**config.mk**
```make
export PLATFORM = sky130hd
export DESIGN_NAME = ripple_carry_counter
export DESIGN_NICKNAME = d
export VERILOG_FILES = /design/src/rtl/rcc_pkg.sv /design/src/rtl/t_ff.sv /design/src/rtl/ripple_carry_counter.sv
export SDC_FILE = /design/constraint.sdc
export NUM_CORES = 1
export LEC_CHECK = 0
export CORE_AREA = 5 5 42 44
export DETAILED_ROUTE_END_ITERATION = 10
export DIE_AREA = 0 0 47 49
export PLACE_DENSITY_LB_ADDON = 0.1
export SLEW_MARGIN = 40
export SYNTH_ARGS = -nofsm -noshare
export SYNTH_HDL_FRONTEND = slang
export SYNTH_HIERARCHICAL = 1
export SYNTH_SLANG_ARGS = --single-unit
```
**constraint.sdc**
```tcl
create_clock -name clk -period 1 [get_ports clk]
set_clock_uncertainty 0.05 [all_clocks]
set_input_delay 0.1 -clock clk [delete_from_list [all_inputs] [get_ports clk]]
set_output_delay 0.1 -clock clk [all_outputs]
set_load 0.1 [all_outputs]
```
**src/rtl/rcc_pkg.sv**
```systemverilog
// Shared constants for the ripple-carry counter.
`timescale 1ns/1ps
package rcc_pkg;

    localparam int unsigned RCC_DEFAULT_WIDTH = 4;
    localparam int unsigned RCC_MAX_WIDTH     = 32;

endpackage : rcc_pkg

```
**src/rtl/t_ff.sv**
```systemverilog
// Negedge toggle flip-flop with synchronous active-high reset; a single stage of the counter.
`timescale 1ns/1ps
module t_ff (
    input  logic clk,
    input  logic reset,
    input  logic t,
    output logic q
);

    logic q_q;
    logic q_d;

    // Toggle on t, otherwise hold.
    always_comb begin
        q_d = q_q;
        if (t) begin
            q_d = ~q_q;
        end
    end

    always_ff @(negedge clk) begin
        if (reset) begin
            q_q <= 1'b0;
        end else begin
            q_q <= q_d;
        end
    end

    assign q = q_q;

endmodule : t_ff

```
**src/rtl/ripple_carry_counter.sv**
```systemverilog
// Free-running negedge up-counter built from a chain of toggle flops with a rippling AND carry.
// Optional terminal-count output tc is enabled by defining RCC_TC_OUT_EN.
`timescale 1ns/1ps
module ripple_carry_counter
    import rcc_pkg::*;
#(
    parameter int unsigned WIDTH = RCC_DEFAULT_WIDTH
) (
    input  logic             clk,
    input  logic             reset,
    output logic [WIDTH-1:0] q
`ifdef RCC_TC_OUT_EN
    ,
    output logic             tc
`endif
);

    if ((WIDTH == 0) || (WIDTH > RCC_MAX_WIDTH)) begin : g_bad_width
        $error("ripple_carry_counter: WIDTH %0d outside 1..%0d", WIDTH, RCC_MAX_WIDTH);
    end

    logic [WIDTH-1:0] tgl;

    // Stage i toggles only when every lower stage is 1.
    always_comb begin
        tgl    = '0;
        tgl[0] = 1'b1;
        for (int unsigned i = 1; i < WIDTH; i++) begin
            tgl[i] = tgl[i-1] & q[i-1];
        end
    end

    for (genvar gi = 0; gi < int'(WIDTH); gi++) begin : g_stage
        t_ff u_t_ff (
            .clk   (clk),
            .reset (reset),
            .t     (tgl[gi]),
            .q     (q[gi])
        );
    end

`ifdef RCC_TC_OUT_EN
    // Decoded from the flops only, so it settles together with q and is 0 out of reset.
    assign tc = &q;
`endif

endmodule : ripple_carry_counter

```
Word level (Yosys, flattened, before mapping). Cells that the tools add are included.

Flip-flop bits (word level): 4. Word-level logic and storage cells: 10. Input bits: 2. Output and inout bits: 4.

Bitwise logic cells: 6.

Operators with widths (count): inverter 1 bit (4); AND 1 bit (2).

Logic depth before layout (Yosys ltp). Gate-level depths: netlist of run 1.

Word-level depth: 2. Mapped depth: 3. Mapped depth without buffers: 3.

Cells and area by module. The synthesis of run 1 kept the hierarchy.

By module, submodules not included: t_ff (area an instance 36.3 um2, seq. area each 20.0 um2, cells each 4, instances 4); ripple_carry_counter (area an instance 23.8 um2, seq. area each 0.0 um2, cells each 4, instances 1).

==> results.md, run 1 <==
- Together, buffers and inverters on the worst path number 1.
- The global-route wire length before repair is a little over 600 um.
- The routed layout has around 170 vias.
- The final RePlAce weighted congestion is roughly 0.70.
- The placed cell area is around 320 um2.
- The arrival time of data at the critical path endpoint is between 1 and 1.5 ns.
- The proportion of layout cells with a drive suffix above 1 is 56.3%.
- The ratio of routed vias to standard cells is 3.44.
- Summing internal, switching and leakage power gives ~0.00065 W.
- The flip-flop count of the largest register after layout is 4.
- The number of nets handed over by synthesis was 22.
- The setup slack of the worst register-to-register path is -0.06 ns.
- The number of pins exceeding their max-slew limit in the final report is 0.
- The initial utilization of the core area, before any placement, comes to between 10 and 15%.
- The setup-violating endpoint count in the final report is 5.
- The detailed router finished its first iteration with 2 violations.
- For this run the aggregate overflow at the end of global routing stands at 0.
- The end point of the most critical hold path is g_stage[3].u_t_ff/q.
- The number of cells on the worst reg-to-reg path is 5.
- The type of element launching the critical path is a flop.
- Clock tree synthesis inserted a total of 3 buffers.
- The clock edge transition at the registers on the reported setup and hold paths is approximately 0.030 ns.
- Row generation in the floorplan step produced 14 rows.
- The top-level I/O count is 6.
- The power density normalized to cell area is between 1500 and 2000 nW/um2.
- After synthesis, flip-flops and latches occupy a little under half of the total area.
- Prior to clock tree synthesis, the placed netlist has a worst setup slack of -0.371 ns.
- The synthesis-to-finish area growth is 116%.
- The maximum vdd drop is 0.560 mV.
- The final count of hold timing violations was 0.
- STA puts the critical path data required time at approximately 0.85 ns.
- In this run, post-CTS hold repair placed 0 buffers.
- The worst register-to-register path begins at g_stage[2].u_t_ff/q.
- The worst setup path is of the flop to output port kind.
- TritonCTS built the clock tree.
- The clock root buffer is clkbuf_4.
- Clock tree synthesis found a total of 4 sinks.
- The final antenna diode count is 0.
- The signal on the critical path passes through buf_12.
- The peak per-stage delay on the critical path is roughly 0.35 ns.
- Setup repair after global routing could not meet its margin everywhere.
- The number of maximum-capacitance violations is 0.
- After synthesis, the mean cell area works out to between 8 and 9 um2.
- In this run the tool buffered the top-level ports with 5 buffer cells.
- For this run, the number of standard cells in the final layout without fillers is 48.
- The number of global-route vias before repair is 178.
- After synthesis the cells add up to between 150 and 200 um2.
- The path category of the worst min-delay check is flop to flop.
- The number of optimization iterations in the first detailed-route pass is 2.
- The floorplan step defined a core boundary enclosing approximately 1400 um2.
- Summed over all cells, the static leakage comes to 0.161 nW.
- The endpoint kind of the worst setup timing path is an output port.
- The later pin in the worst-skew pair is clocked with a latency of ~0.29 ns.
- The number of nets in the final layout is 36.
- In this run the remaining antenna-violating nets after routing total 0.
- The checks that failed: negative setup slack.
- The final setup slack of the worst path is -0.460 ns.
- The slowest stage of the critical path belongs to the cell dfxtp_4.
- The clock passes through at most 2 buffers.
- The initial antenna violation count is 0.
- The pin count of the biggest net entering global routing is 5.
- In this run the number of H-tree levels came out at 1.
- The run finished, with violations left.
- The family of cells with the greatest summed delay on the critical path is flip-flops.
- For this block, the routed nets add up to 379 um of wire.
- In this run the worst path has a maximum fanout of 2.
- The post-placement cell count is 44.
- In this run the horizontal extent of the chip is approximately 47 um.
- The worst hold path passes through 3 cells.
- In this run the most critical hold path is launched from g_stage[3].u_t_ff/q.
- The floorplan step defined a die boundary enclosing 2300 um2.
- During synthesis, Yosys emitted a total of 6 warnings.
- The mean routed wirelength per cell is around 8 um.
- In this run, distinct cell masters in the synthesized netlist total 8.
- The die boundary height is roughly 49 um.
- The endpoint identified for the worst register-to-register timing path is g_stage[3].u_t_ff/q.
- Global routing used ~4.2% of the available tracks across all layers.
- The synthesized netlist cell count is 20.
- The number of remaining DRC errors is 0.
- The area of all placed cells without fillers is around 370 um2.
- After synthesis the netlist holds a flip-flop and latch count of 4.
## power breakdown
part / switching (W) / internal (W) / leakage (nW)
logic: 0.000121 / 0.0000865 / 0.0901
clock network: 0.000101 / 0.000157 / 0.0351
registers: 0.0000133 / 0.000172 / 0.0356
total: 0.000235 / 0.000415 / 0.161
## synth_stat cells
cell type | n | area, um2
xnor2_1 | 4 | 35.0
and3_1 | 1 | 6.26
and2_1 | 1 | 6.26
inv_1 | 4 | 15.0
dfxtp_1 | 4 | 80.1
conb_1 | 1 | 3.75
nor2_1 | 4 | 15.0
buf_4 | 1 | 7.51
## cells by family (layout without fill, tap and decap cells)
group                  after synthesis  count (layout)  share of synthesized area, %
XOR/XNOR                             4               4                          20.7
AND/OR/NAND/NOR                      6               6                          16.3
flip-flops                           4               4                          47.4
other                                1               1                          2.22
buffers and inverters                5              17                          13.3
## repair_timing
action                     4_1_cts  5_1_grt
pin swaps                        1        3
buffers inserted                 0        1
setup endpoints to repair        8        6
gates resized for setup          3        2
## area by class of cell
type,instances,area [um2]
fillers,169,1040
repair buffers,10,134
flip-flops and latches,4,95.1
multi-input cells,11,78.8
clock buffers,3,22.5
well taps,16,20.0
clock inverters,4,15.0
## placed cells by master, fill, tap and decap left out
cell           n
conb_1         1
buf_12         4
clkbuf_4       3
dlygate4sd2_1  1
nor2_1         4
xnor2_2        1
xnor2_1        3
and3_4         1
and2_1         1
inv_1          4
dfxtp_4        4
buf_6          2
buf_4          3
## routing by layer
layer  track usage, %  wire (um)  vias up
li1                 -          -       80
met1             3.07        147       81
met2             4.75        204        4
met3             4.06         27        0
met4             5.99          0        0
met5                0          0        -
## metrics by stage
step | util [%] | hold slack, ns | TNS (ns)
floorplan | - | 0.465 | -0.756
global placement | 22.6 | 0.571 | -2.01
detailed placement | 22.6 | 0.570 | -2.07
CTS | 25.0 | 0.573 | -1.90
global route | 26.1 | 0.602 | -2.05
finish | 26.1 | 0.588 | -1.87
## worst max path at each step
stage / cells after the start / end / from
3_3_place_gp: 2 / g_stage[1].u_t_ff/q / reset
5_1_grt: 1 / q[2] / g_stage[2].u_t_ff/q
3_5_place_dp: 2 / g_stage[1].u_t_ff/q / reset
6_report: 1 / q[0] / g_stage[0].u_t_ff/q
2_1_floorplan: 1 / q[0] / g_stage[0].u_t_ff/q
4_1_cts: 1 / q[0] / g_stage[0].u_t_ff/q
No activity file was read; power rests on OpenSTA's default activity.
==> run 2: changes to the inputs <==
--- a/config.mk
+++ b/config.mk
@@ -5,9 +5,9 @@
 export SDC_FILE = /design/constraint.sdc
 export NUM_CORES = 1
 export LEC_CHECK = 0
-export CORE_AREA = 5 5 42 44
+export CORE_AREA = 2 2 39 41
 export DETAILED_ROUTE_END_ITERATION = 10
-export DIE_AREA = 0 0 47 49
+export DIE_AREA = 0 0 41 43
 export PLACE_DENSITY_LB_ADDON = 0.1
 export SLEW_MARGIN = 40
 export SYNTH_ARGS = -nofsm -noshare
==> constraint.sdc (replaced) <==
create_clock -name clk -period 1.3 [get_ports clk]
set_clock_uncertainty 0.05 [all_clocks]
set_input_delay 0.13 -clock clk [delete_from_list [all_inputs] [get_ports clk]]
set_output_delay 0.13 -clock clk [all_outputs]
set_load 0.1 [all_outputs]
==> run 2 against run 1 <==
Compared with the run above: the run still ends with negative setup slack left; non-clock buffer count shrank 1; die area decreased by 23%; flip-flop and latch count unchanged; sequential power decreased by 23%; hold slack lost 0.030 ns; worst setup slack better by 0.13 ns; first-iteration DRC count is 50% lower; critical endpoint is now q[2]; largest cell class unchanged; largest power group unchanged; highest routed layer unchanged.
==> results.md, run 2 (synthesis gave the netlist of run 1 again) <==
- The family of cells with the greatest summed delay on the critical path is flip-flops.
- Internal power comes to around 0.00032 W.
- Of the total power, registers draw just under 30%.
- The worst setup path is launched from a flop.
- Fill cells in the final layout number about 150.
- The count of vias placed by the detailed router is between 100 and 150.
- The mean routed wirelength per cell is roughly 6.6 um.
- The worst path required time is 1.12 ns.
- The number of gates resized after CTS is 0.
- Across the run, the number of max-cap violations was 0.
- Clock-pin slew was measured on the worst setup and hold paths at around 0.03 ns.
- Pin placement for this block handled 6 I/O pins.
- The overflow left after global routing is 0.
- For this run, design rule violations remaining after detail routing come to 0.
- The worst-skew pair later-pin latency is about 0.29 ns.
- The highest net fanout along the worst path is 2.
- The number of global-route vias before repair is 143.
- CTS built an H-tree with a depth of 1.
- In this run the static leakage power is between 0.15 and 0.2 nW.
- The flow ran to the end, but the final reports show violations.
- At the end of the flow the core is filled with cells to between 20 and 25%.
- The maximum count of clock buffers along a single path is 2.
- The remaining antenna violation count after routing is 0.
- The critical path is of the flop to output port type.
- After detailed routing, the total wire length is a little over 300 um.
- The repair_antennas step left the layout with diodes totalling 0.
- After the first detailed-routing iteration, the DRC count stood at 1.
- STA puts the critical path data arrival time at approximately 1.5 ns.
- From left edge to right edge, the die measures around 41 um.
- Counting both buffers and inverters, the worst setup path holds a total of 1.
- The number of pins exceeding their max-slew limit in the final report was 0.
- The number of nets in the final layout is 35.
- TritonCTS built the clock tree.
- Setup slack on the worst reg-to-reg path comes out at around 0.30 ns.
- The area of all placed cells without fillers is around 340 um2.
- The share of power burned in the clock network is 40.0%.
- Combinational logic is responsible for between 30% and 40% of the overall power.
- The worst hold path belongs to the class flop to flop.
- The register with the most flip-flops in the layout has 4 of them.
- The number of buffer cells added on primary ports is 5.
- The buffers inserted during post-CTS setup optimization is 0.
- The critical path goes through buf_12.
- The worst hold path passes through 3 cells.
- In this run switching power makes up between 30 and 40% of total power.
- The number of buffers created by CTS is 3.
- The die covers about 1800 um2.
- The initial cell density of the core is about 12%.
- In this run, placement finished with an instance count of 44.
- The peak per-stage delay on the critical path is ~0.34 ns.
- The number of logic stages on the critical path including buffering is 1.
- The global-route wire length before repair is ~550 um.
- Setup violations remaining at the end of the flow were counted as 4.
- The checks that failed: negative setup slack.
- The placed cell area is ~320 um2.
- In this run the clock root is driven by a clkbuf_4.
- For this design, the slowest cell found on the critical path is dfxtp_4.
- The worst setup path is captured at an output port.
- The floorplan row count is 14.
- The maximum vdd drop is approximately 0.45 mV.
- The number of standard cells in the final layout excluding fillers is 47.
- The number of optimization iterations in the first detailed-route pass is 2.
- The area occupied by multi-input gates is around 66 um2.
- Routability-driven placement finished with a final weighted congestion of between 0.6 and 0.7.
- The pin count of the biggest net entering global routing is 5.
- After layout, the worst setup slack is -0.331 ns.
- The ratio of routed vias to standard cells is between 3 and 4.
- The depth of the worst register-to-register path is 4.
- The register cell area after layout is ~95 um2.
- The placeable core region is approximately 1400 um2.
- Setup repair after global routing could not meet its margin everywhere.
- The synthesis-to-finish area growth is 101%.
- The initial antenna violation count is 0.
- From bottom edge to top edge, the die measures approximately 43 um.
- The pre-CTS setup slack is -0.256 ns.
- For this design the total switching power over the nets is about 0.00018 W.
- The proportion of layout cells with a drive suffix above 1 is between 40 and 50%.
- The final count of hold timing violations is 0.
- The post-route setup TNS is -1.32 ns.
- In this run the power density over the cells is approximately 1400 nW/um2.
- Counting every sink on the clock net gives 4.
- Global routing consumed, over all layers together, under 10% of the routing resources.
-- run 2: cell types whose count changed in the layout (fill, tap and decap cells not counted) --
cell / delta
xnor2_1: +1
buf_6: -2
dlygate4sd2_1: -1
buf_4: +1
xnor2_2: -1
clkdlybuf4s50_1: +1
and3_4: -1
and3_1: +1
-- run 2: layout make-up --
class	instances	area share (%)
Clock buffer	3	6.64
Sequential cell	4	28.0
Multi-Input combinational cell	11	19.6
Clock inverter	4	4.43
Timing Repair Buffer	9	35.4
Tap cell	16	5.90
-- run 2: metrics by stage --
step / hold slack (ns) / power, W
2_1_floorplan: 0.465 / 0.000284
3_3_place_gp: 0.555 / 0.000336
3_5_place_dp: 0.553 / 0.000336
4_1_cts: 0.564 / 0.000508
5_1_grt: 0.590 / 0.000544
6_report: 0.558 / 0.000491
-- run 2: routing by layer --
metal	GRT usage [%]	share of wire, %	up-vias
li1	-	-	78
met1	5.81	44	62
met2	4.38	46	4
met3	6.81	8.8	0
met4	7.33	0	0
met5	0	0	-
-- run 2: timing repair --
action | in CTS | in global routing
hold buffers | 0 | 0
endpoints found under the hold margin | 0 | 0
cloned | 0 | 0
endpoints found under the setup margin | 4 | 4
-- run 2: final timing paths --
kind / to / from
worst max-delay path: q[2] / g_stage[2].u_t_ff/q
worst min-delay path: g_stage[3].u_t_ff/q / g_stage[3].u_t_ff/q
worst max register to register: g_stage[3].u_t_ff/q / g_stage[0].u_t_ff/q
worst min register to register: g_stage[3].u_t_ff/q / g_stage[3].u_t_ff/q
-- run 2: power by group through the flow --
stage / Sequential, W / Combinational, W / Clock (W)
after floorplan: 0.000191 / 0.0000544 / 0.0000382
after global placement: 0.000144 / 0.000153 / 0.0000382
after detailed placement: 0.000144 / 0.000153 / 0.0000382
after CTS: 0.000143 / 0.000153 / 0.000212
after global routing: 0.000144 / 0.000159 / 0.000240
final: 0.000143 / 0.000152 / 0.000196
